--- src/rtl/pipeline_control_idt_write.sv ---
// Streams the 64-entry interrupt configuration table back to the in-memory IDT
// through the shared load/store port, one word store per entry.
//
// state   | meaning
// IDLE    | waiting for iWR_START
// FETCH   | one-cycle ICT read request for entry b_wr_cnt
// CAPTURE | waiting for ICT read data
// STORE   | store request on the load/store port until accepted
// DRAIN   | all stores issued, waiting for the remaining acks
module pipeline_control_idt_write (
    input  logic        iCLOCK,
    input  logic        inRESET,
    input  logic        iRESET_SYNC,
    input  logic [31:0] iSYSREG_IDTR,
    input  logic        iWR_START,
    output logic        oWR_FINISH,
    output logic        oICT_RD_REQ,
    output logic [5:0]  oICT_RD_ENTRY,
    input  logic        iICT_RD_VALID,
    input  logic        iICT_RD_MASK,
    input  logic        iICT_RD_VALID_FLAG,
    input  logic [1:0]  iICT_RD_LEVEL,
    output logic        oLDST_USE,
    output logic        oLDST_REQ,
    input  logic        iLDST_BUSY,
    output logic [1:0]  oLDST_ORDER,
    output logic        oLDST_RW,
    output logic [13:0] oLDST_ASID,
    output logic [1:0]  oLDST_MMUMOD,
    output logic [31:0] oLDST_PDT,
    output logic [31:0] oLDST_ADDR,
    output logic [31:0] oLDST_DATA,
    input  logic        iLDST_REQ
);
    typedef enum logic [2:0] {
        ST_IDLE,
        ST_FETCH,
        ST_CAPTURE,
        ST_STORE,
        ST_DRAIN
    } state_t;

    state_t      b_state;
    state_t      next_state;
    logic [31:0] b_base;
    logic [6:0]  b_wr_cnt;
    logic [6:0]  b_ack_cnt;
    logic [31:0] b_data;
    logic        b_finish;

    logic        store_accept;
    logic        ack_inc;
    logic [6:0]  ack_next;
    logic        ack_done;

    assign store_accept = (b_state == ST_STORE) && !iLDST_BUSY;
    // Acks saturate at 64; extra ones after the table is done change nothing.
    assign ack_inc  = iLDST_REQ && (b_state != ST_IDLE) && (b_ack_cnt != 7'd64);
    assign ack_next = b_ack_cnt + {6'h0, ack_inc};
    assign ack_done = (b_state == ST_DRAIN) && (ack_next == 7'd64);

    always_ff @(posedge iCLOCK or negedge inRESET) begin
        if (!inRESET) begin
            b_state <= ST_IDLE;
        end else if (iRESET_SYNC) begin
            b_state <= ST_IDLE;
        end else begin
            b_state <= next_state;
        end
    end

    always_comb begin
        next_state = b_state;
        case (b_state)
            ST_IDLE:    if (iWR_START) next_state = ST_FETCH;
            ST_FETCH:   next_state = ST_CAPTURE;
            ST_CAPTURE: if (iICT_RD_VALID) next_state = ST_STORE;
            ST_STORE: begin
                if (store_accept) begin
                    next_state = (b_wr_cnt == 7'd63) ? ST_DRAIN : ST_FETCH;
                end
            end
            ST_DRAIN:   if (ack_done) next_state = ST_IDLE;
            default:    next_state = ST_IDLE;
        endcase
    end

    always_ff @(posedge iCLOCK or negedge inRESET) begin
        if (!inRESET) begin
            b_base    <= 32'h0;
            b_wr_cnt  <= 7'h0;
            b_ack_cnt <= 7'h0;
            b_data    <= 32'h0;
            b_finish  <= 1'b0;
        end else if (iRESET_SYNC) begin
            b_base    <= 32'h0;
            b_wr_cnt  <= 7'h0;
            b_ack_cnt <= 7'h0;
            b_data    <= 32'h0;
            b_finish  <= 1'b0;
        end else begin
            b_finish <= ack_done;
            if (b_state == ST_IDLE) begin
                if (iWR_START) begin
                    b_base    <= iSYSREG_IDTR;
                    b_wr_cnt  <= 7'h0;
                    b_ack_cnt <= 7'h0;
                end
            end else begin
                b_ack_cnt <= ack_next;
                if (store_accept) begin
                    b_wr_cnt <= b_wr_cnt + 7'd1;
                end
            end
            if ((b_state == ST_CAPTURE) && iICT_RD_VALID) begin
                b_data <= {14'h0, iICT_RD_LEVEL, 14'h0, iICT_RD_MASK, iICT_RD_VALID_FLAG};
            end
        end
    end

    assign oWR_FINISH    = b_finish;
    assign oICT_RD_REQ   = (b_state == ST_FETCH);
    assign oICT_RD_ENTRY = b_wr_cnt[5:0];

    assign oLDST_USE     = (b_state != ST_IDLE);
    assign oLDST_REQ     = store_accept;
    assign oLDST_ADDR    = b_base + {22'h0, b_wr_cnt, 3'h0};
    assign oLDST_DATA    = b_data;
    assign oLDST_ORDER   = 2'h2;
    assign oLDST_RW      = 1'b1;
    assign oLDST_ASID    = 14'h0;
    assign oLDST_MMUMOD  = 2'h0;
    assign oLDST_PDT     = 32'h0;

endmodule

--- config.mk ---
export PLATFORM = sky130hd
export DESIGN_NAME = pipeline_control_idt_write
export DESIGN_NICKNAME = d
export VERILOG_FILES = /design/src/rtl/pipeline_control_idt_write.sv
export SDC_FILE = /design/constraint.sdc
export NUM_CORES = 1
export LEC_CHECK = 0
export CORE_ASPECT_RATIO = 0.6
export CORE_MARGIN = 4
export CORE_UTILIZATION = 43
export CTS_CLUSTER_DIAMETER = 60
export DETAILED_ROUTE_END_ITERATION = 7
export PLACE_DENSITY = 0.81
export SYNTH_ARGS = -nofsm -noshare
export SYNTH_HDL_FRONTEND = slang
export SYNTH_SLANG_ARGS = --single-unit
--- constraint.sdc ---
create_clock -name iCLOCK -period 3 [get_ports iCLOCK]
set_input_delay 0.45 -clock iCLOCK [delete_from_list [all_inputs] [get_ports iCLOCK]]
set_output_delay 0.45 -clock iCLOCK [all_outputs]
set_load 0.05 [all_outputs]
# Word level (Yosys, flattened, before mapping)
# Index checks and enable logic that the tools add are counted.
dict set report totals {
  register_bits 82
  latch_bits 0
  ram_bits 0
  romBits 0
  in_bits 43
  out_inout_bits 125
  elab_cells 54
  memories 0
}
dict set report classes {
  n_addsub 3
  multipliers 0
  div_mod_pow 0
  order_cmp 0
  eq_ne 11
  shift 0
  n_mux 19
  bitwise_logic 0
  reduce_logical 15
}
# op n
set ops {}
lappend ops {{$mux 32} 5}
lappend ops {{$mux 7} 6}
lappend ops {{$add 32x10->32} 1}
lappend ops {{$mux 3} 6}
lappend ops {{$pmux 3 s5} 1}
lappend ops {{$ne 3x3->1 const B} 4}
lappend ops {{$add 7x1->7} 1}
lappend ops {{$add 7x1->7 const B} 1}
lappend ops {{$eq 7x6->1 const B} 1}
lappend ops {{$eq 7x7->1 const B} 1}
lappend ops {{$ne 7x7->1 const B} 1}
lappend ops {{$eq 3x2->1 const B} 2}
lappend ops {{$reduce_bool 2->1} 3}
lappend ops {{$reduce_bool 3->1} 2}
lappend ops {{$logic_and 1x1->1} 5}
lappend ops {{$reduce_and 2->1} 2}
lappend ops {{$reduce_and 4->1} 1}
lappend ops {{$eq 3x1->1 const B} 1}
lappend ops {{$eq 3x3->1 const B} 1}
lappend ops {{$logic_not 3->1} 1}
lappend ops {{$logic_not 1->1} 1}
lappend ops {{$mux 1} 1}

# Longest topological paths before layout
# Gate-level depths: netlist of run 1.
dict set report depth {
  depth_word 9
  depth_mapped 12
  depth_no_buf 11
}

# Worst setup path after synthesis of run 1
# No wires, ideal clock.
dict set report synth_path {
  path_type {reg-to-output}
  startpoint {register b_wr_cnt[0]}
  endpoint {output port oLDST_ADDR[31]}
  t_arrival_ns 2.643
  required_time_ns 2.550
  path_slack_ns -0.093
  stages_incl_launch_ff 11
  path_buffers 1
  cell_sequence {dfrtp_1 ha_1 inv_1 fa_1 nor2b_1 o21ai_0 nand2b_1 a221o_1 buf_2 nand4_1 xnor2_1}
}
dict set report synth_between {
  elab_chain_len 1
}
# item line_no
set synth_rtl {}
lappend synth_rtl {{from (decl)} 46} ;# logic [6:0] b_wr_cnt;
lappend synth_rtl {{from (signal assigned)} 112} ;# b_wr_cnt <= b_wr_cnt + 7'd1;
lappend synth_rtl {{$add 32x10->32} 127} ;# assign oLDST_ADDR = b_base + {22'h0, b_wr_cnt, 3'h0};
lappend synth_rtl {{to (decl)} 31} ;# output logic [31:0] oLDST_ADDR,
# No other way between the ends.

# Worst setup path after layout of run 1
dict set report layout_path {
  startpoint {register b_wr_cnt[0]}
  endpoint {output port oLDST_ADDR[15]}
}
# The elaborated chain is that of the path after synthesis.

==> qor.csv, run 1 <==
stage;metric;value;unit
run_status;status;finished with violations;
run_status;failing checks;setup timing;
synth;Avg Synthesized Cell Area;8.61;um^2
placement;IO Port Bufs;88;
setup_path;Critical path origin;b_wr_cnt[0];
floorplan;area of the die;10700;um^2
grt;total gr overflow;0;
timing;clock skew;0.00521;ns
setup_path;Slowest-stage cell, CP;dfrtp_1;
clock_network;Max Buffers Root-to-Sink;2;
clock_network;clock latency on the worst-skew pair;0.30;ns
timing;final setup vio count;6;
setup_path;crit path max fanout;5;
clock_network;CTS Sinks;54;
setup_path;RR Startpoint;b_state[2];
timing;Max Fclk;330;MHz
timing;Slew headroom;36.6;%
clock_network;Root Driver;clkbuf_16;
finish;# nets final;588;
pwr;total power;0.00252;W
synth;ys flop type;dfrtp_1;
setup_path;reg2reg path depth;11;
pwr;Net Sw Frac;39.8;%
setup_path;kind of critical path;reg -> out;
synth;ys async rst share;100;%
synth;post-synthesis cell type count;46;
finish;area of the multi-input gates;2340;um^2
pwr;sequential power share;34.2;%
finish;FILL cells;720;
drt;drt total wl;10200;um
finish;design area;5260;um^2
timing;unrepaired setup endpoints after global routing;true;
synth;area fraction of the dominant cell type after synthesis;34.8;%
timing;Slew Limit Fails;0;
placement;placed cell count;630;
pwr;Int Power;0.00152;W
worst_hold_path;Worst Hold Class;in -> async;
run;max cap viols;0;
floorplan;IO Pins;168;
finish;Seq. cell area;1350;um^2
timing;Final period util;101;%
finish;Area growth syn-to-layout;35.5;%
pwr;Combinational Power Share;39.5;%
drt;DR WL/cell;15.8;um
grt;pin count of the biggest net entering global routing;61;
synth;leading area contributor after synthesis;dfrtp_1;
clock_network;CTS tree;built;
setup_path;WP data arrival;2.58;ns
drt;Starting DRT DRC Count;274;
synth;cell area after synthesis;3880;um^2
setup_path;critical path required time;2.55;ns
synth;Synth Instances;451;
placement;Area after DPL;4830;um^2
floorplan;FP Rows;26;
drt;vias per cell;4.86;
synth;Yosys warning count;0;
grt;gr usage total;17.7;%
floorplan;core area;8650;um^2
setup_path;type of origin of the critical path;flip-flop;
floorplan;Die Y;81.6;um
placement;Detail Placement HPWL;7360;um
floorplan;Die X-Extent;131;um
clock_network;hold-fix buffers at CTS;0;
drt;TritonRoute pass-1 iters;6;
setup_path;end of the critical path;oLDST_ADDR[15];
finish;share of cells above drive strength 1;17.0;%
timing;Final Hold Fails;0;
synth;Seq/Total Area, Yosys;34.8;%
floorplan;Initial Utilization;44.9;%
pwr;power share of the clock group;26.3;%
drt;DRC Markers;0;
finish;Layout Cells excl Fill;647;
setup_path;RR Endpoint;b_state[2];
setup_path;Setup crit end kind;primary output;
grt;first-pass GRT wire length;14900;um
setup_path;r2r setup slk;0.48;ns
pwr;P_sw;0.00100;W
synth;largest cells by area after synthesis;dfrtp_1 35%, buf_4 17%, xnor2_1 5.6%;
grt;initial antenna violation count;0;
setup_path;crit path cell chain;ha_4 -> inv_2 -> fa_2 -> nor2b_1 -> o21ai_1 -> nand2b_1 -> a221o_1 -> clkbuf_4 -> nand3_1 -> xnor2_2 -> buf_12;
clock_network;total CTS buffers;5;
pwr;Power Density;480;nW/um^2
pwr;Peak VDD IR;0.268;mV
finish;final core occ;60.8;%
finish;# diodes;0;
timing;final worst-path setup slack;-0.0329;ns
drt;Routed Antenna Nets;0;
timing;Worst-Margin Slew;0.951;ns
clock_network;Worst-path clk slew;0.07;ns
grt;vias in the first global route;2959;
pwr;Pleak;2.42;nW
placement;Final Wtd Congestion;0.866;
synth;FF+latch count, synth;54;
timing;Final Critical Period;3.03;ns
setup_path;CP max stage delay;0.42;ns
drt;vias;3142;
synth;Post-synth EDFFs;0;
clock_network;H-tree lvl count;2;
registers in the layout, summed over array words and instances (netlist names):
| signal | flops |
|---|---|
| b_base | 32 |
| b_ack_cnt | 7 |
| b_wr_cnt | 7 |
| oLDST_DATA | 4 |
| b_state | 3 |
| oWR_FINISH | 1 |
per-stage QoR:
step / setup WS (ns) / TNS, ns / hold slack [ns]
finish: -0.0329 / -0.0955 / 0.299
global route: -0.104 / -1.05 / 0.392
CTS: 0.00665 / 0 / 0.345
detailed placement: 0.137 / 0 / 0.470
global placement: 0.248 / 0 / 0.461
floorplan: 0.0924 / 0 / 0.154
power groups by stage:
stage / clock [W] / sequential (W) / combinational [W]
3_3_place_gp: 0 / 0.000861 / 0.000959
2_1_floorplan: 0 / 0.000858 / 0.000710
3_5_place_dp: 0 / 0.000864 / 0.000976
6_report: 0.000664 / 0.000863 / 0.000997
5_1_grt: 0.000703 / 0.000874 / 0.00105
4_1_cts: 0.000678 / 0.000853 / 0.000981
area by class of cell:
type / instances / share of cell area, %
multi-input combinational: 361 / 44.5
sequential: 54 / 25.7
timing repair buffer: 104 / 23.4
tap: 112 / 2.66
clock buffer: 6 / 2.45
clock inverter: 2 / 0.714
inverter: 8 / 0.571
layer usage:
layer / track usage, % / up-vias / routed length [um] / part of all wire (%)
met2: 29.8 / 115 / 5110 / 50
li1: - / 1508 / - / -
met5: 0 / - / 0 / 0
met3: 3.83 / 7 / 610 / 6.0
met4: 3.18 / 0 / 81 / 0.79
met1: 23.9 / 1512 / 4400 / 43
worst max-delay path: cells and delay by family, from the launching register on:
family	cells	cell delay (ns)
and+or+nand+nor	3	0.39
adders and majority gates	2	0.53
xor gates and xnor gates	1	0.21
AOI/OAI and AO/OA	2	0.31
DFF	1	0.42
buffers and inverters	3	0.42
worst min-delay path by stage:
| stage | from | to | slack (ns) | cells after the start |
|---|---|---|---|---|
| detailed placement | b_base[0] | b_base[0] | 0.47 | 2 |
| global route | inRESET | b_base[14] | 0.39 | 1 |
| global placement | b_base[0] | b_base[0] | 0.46 | 2 |
| CTS | inRESET | b_base[14] | 0.35 | 1 |
| finish | inRESET | b_base[14] | 0.30 | 1 |
| floorplan | inRESET | b_ack_cnt[0] | 0.15 | 0 |
cells in the mapped netlist, types with 2 or more instances:
cell / n
nor3_1: 3
buf_4: 88
buf_2: 3
a21oi_1: 8
and3_1: 8
inv_1: 8
nand4_1: 7
clkbuf_1: 13
nand3_1: 24
xnor2_1: 25
nand4_2: 3
o31ai_1: 3
dfrtp_1: 54
xor2_1: 9
nand3b_1: 3
mux2i_1: 4
a31oi_1: 4
nand2_1: 43
nor2_1: 24
nor4_1: 3
nand2b_1: 33
nor2b_1: 4
o21ai_0: 38
and4_1: 2
a21o_1: 4
conb_1: 2
and2_1: 3
ha_1: 10
cells in the final DEF (no fill, tap or decap), types with 17 or more instances in the layout:
master / n
clkdlybuf4s50_1: 60
o21ai_0: 36
xnor2_2: 17
conb_1: 79
nand2_1: 43
nand3_1: 20
buf_12: 24
nor2_1: 23
dfrtp_1: 54
buf_4: 17
nand2b_1: 33
cell families after synthesis:
kind of cell | Yosys count | synth area share [%]
adders and majority gates | 11 | 3.74
and+or+nand+nor | 166 | 22.8
xor gates and xnor gates | 34 | 7.67
buffers and inverters | 114 | 19.8
DFF | 54 | 34.8
AOI/OAI and AO/OA | 66 | 9.99
muxes | 4 | 1.03
other | 2 | 0.193
timing repair:
item,CTS,global route
gates resized for setup,8,25
pin swaps,3,11
endpoints found under the setup margin,22,21
gates cloned,0,2
setup buffers,2,5
(Power assumes the default switching activity.)
==> run 2, diff against run 1 <==
- CORE_UTILIZATION: 43 -> 30
- PLACE_DENSITY: 0.81 -> not set
- TNS_END_PERCENT: not set -> 5
- clock period: 3 -> 3.92 ns (I/O delays scaled with it)
==> qor.csv, run 2 (synthesis gave the netlist of run 1 again) <==
stage;metric;value;unit;change
clock_network;Worst-path clk slew;0.07;ns;about the same
clock_network;CTS tree;built;;
finish;Seq. cell area;1350;um^2;unchanged
worst_hold_path;Worst Hold Class;in -> async;;
drt;DRC Markers;0;;unchanged
placement;Area after DPL;4530;um^2;-6.1%
drt;vias;3014;;-4.1%
clock_network;Max Buffers Root-to-Sink;2;;unchanged
clock_network;Root Driver;clkbuf_16;;
pwr;Power Density;372;nW/um^2;-23%
timing;Final Hold Fails;0;;unchanged
clock_network;total CTS buffers;5;;unchanged
pwr;Peak VDD IR;0.161;mV;-40%
grt;gr usage total;12.8;%;-4.8 points
floorplan;core area;12300;um^2;+43%
drt;drt total wl;9890;um;-3.1%
setup_path;Setup crit end kind;primary output;;
floorplan;area of the die;14900;um^2;+40%
placement;Final Wtd Congestion;0.779;;-10%
finish;biggest regs;b_base (32), b_ack_cnt (7), b_wr_cnt (7);;
floorplan;Initial Utilization;31.5;%;-13 points
run_status;status;complete, no violations;;
timing;Worst-Margin Slew;0.725;ns;-0.226 ns
grt;first-pass GRT wire length;15200;um;+2.4%
drt;Routed Antenna Nets;0;;unchanged
grt;initial antenna violation count;0;;unchanged
timing;final setup vio count;0;;-6
placement;Detail Placement HPWL;7620;um;+3.6%
finish;Area growth syn-to-layout;20.7;%;
drt;Starting DRT DRC Count;119;;-57%
setup_path;crit path max fanout;11;;+6
drt;vias per cell;4.39;;-9.7%
clock_network;H-tree lvl count;2;;unchanged
setup_path;WP data arrival;3.12;ns;+0.54 ns
pwr;total power;0.00174;W;-31%
grt;vias in the first global route;2874;;-2.9%
finish;# diodes;0;;unchanged
timing;Slew Limit Fails;0;;unchanged
floorplan;Die X-Extent;155;um;+19%
timing;TNS Setup;0;ns;+0.0955 ns
timing;Slew headroom;51.5;%;+15 points
grt;pin count of the biggest net entering global routing;61;;unchanged
setup_path;type of origin of the critical path;flip-flop;;
finish;share of cells above drive strength 1;6.32;%;-11 points
clock_network;clock latency on the worst-skew pair;0.29;ns;about the same
finish;flip-flop count of the largest register after layout;32;;unchanged
timing;Final Critical Period;3.71;ns;
clock_network;CTS Sinks;54;;unchanged
finish;FILL cells;1276;;+77%
pwr;Pleak;2.21;nW;-8.7%
finish;design area;4690;um^2;-11%
timing;hold_ws;0.322;ns;+0.0236 ns
drt;TritonRoute pass-1 iters;4;;-2
grt;total gr overflow;0;;unchanged
timing;Final period util;94.7;%;
floorplan;FP Rows;31;;+19%
floorplan;Die Y;96.1;um;+18%
finish;commonest non-fill, non-tap cell in the layout;conb_1;;
setup_path;critical path required time;3.33;ns;+0.78 ns
drt;DR WL/cell;14.4;um;-8.8%
timing;clock skew;0.00560;ns;+0.000393 ns
placement;IO Port Bufs;88;;unchanged
finish;# nets final;576;;-2.0%
finish;most frequent cells in the layout;79 x conb_1, 66 x clkdlybuf4s50_1, 54 x dfrtp_1;;
floorplan;IO Pins;168;;unchanged
finish;Largest Register;b_base;;
timing;Max Fclk;269;MHz;
finish;area of the multi-input gates;2060;um^2;-12%
run;max cap viols;0;;unchanged
setup_path;kind of critical path;reg -> out;;
timing;unrepaired setup endpoints after global routing;false;;
run 2: cell types whose count changed in the layout (fill, tap and decap cells not counted), moves of 3 or more:
cell | before | now
ha_1 | 6 | 10
nand3_1 | 20 | 24
xnor2_1 | 6 | 25
ha_4 | 3 | 0
nand3_2 | 4 | 0
xnor2_2 | 17 | 0
buf_12 | 24 | 0
dlymetal6s2s_1 | 0 | 8
clkdlybuf4s50_1 | 60 | 66
run 2: worst max-delay path, stage by stage (launching register included):
cell	delay (ns)
dfrtp_1	0.44
ha_1	0.34
a211oi_2	0.21
nor2_1	0.10
a311o_1	0.35
a21o_1	0.35
xor2_1	0.20
clkdlybuf4s50_1	0.83
run 2: cell type report:
cell class	instances	share of cell area, %
multi-input combinational	360	44.0
sequential	54	28.8
timing repair buffer	93	19.2
tap	165	4.41
clock buffer	5	2.67
inverter	8	0.641
clock inverter	2	0.214
run 2: worst paths after layout:
| path | startpoint | to | slack [ns] | depth (start not counted) |
|---|---|---|---|---|
| max in group asynchronous | inRESET | oLDST_DATA[1] | 2.77 | 2 |
| worst min-delay path | inRESET | b_wr_cnt[3] | 0.32 | 1 |
| worst max-delay path | b_wr_cnt[1] | oLDST_ADDR[10] | 0.21 | 7 |
| worst min register to register | b_base[9] | b_base[9] | 0.50 | 2 |
| worst max register to register | b_state[2] | b_state[2] | 1.25 | 11 |
| min in group iCLOCK | b_base[9] | b_base[9] | 0.50 | 2 |
run 2: power breakdown:
group          leakage [nW]  switching [W]  internal (W)
combinational          1.42       0.000482      0.000177
clock                0.0694       0.000201      0.000232
sequential            0.720      0.0000490      0.000601
total                  2.21       0.000732       0.00101
run 2: timing repair:
| action | in CTS | in global routing |
|---|---|---|
| hold buffers | 0 | 0 |
| setup endpoints to repair | 0 | 8 |
| resized for setup | 0 | 8 |
| buffers inserted | 0 | 0 |
run 2: metrics by stage:
stage | worst slack, ns | instances | utilization (%)
final | 0.207 | 687 | 38.0
after global routing | 0.0794 | 687 | 38.0
after CTS | 0.0500 | 687 | 37.8
after detailed placement | 0.382 | 680 | 36.7
after global placement | 0.443 | 680 | 36.7
after floorplan | 0.689 | 528 | -
run 2: metal layers:
layer	wire [um]	GRT usage, %	up-vias
met5	0	0	-
met4	62	2.50	0
met3	548	3.50	5
met2	4420	19.8	81
met1	4850	18.1	1443
li1	-	-	1485
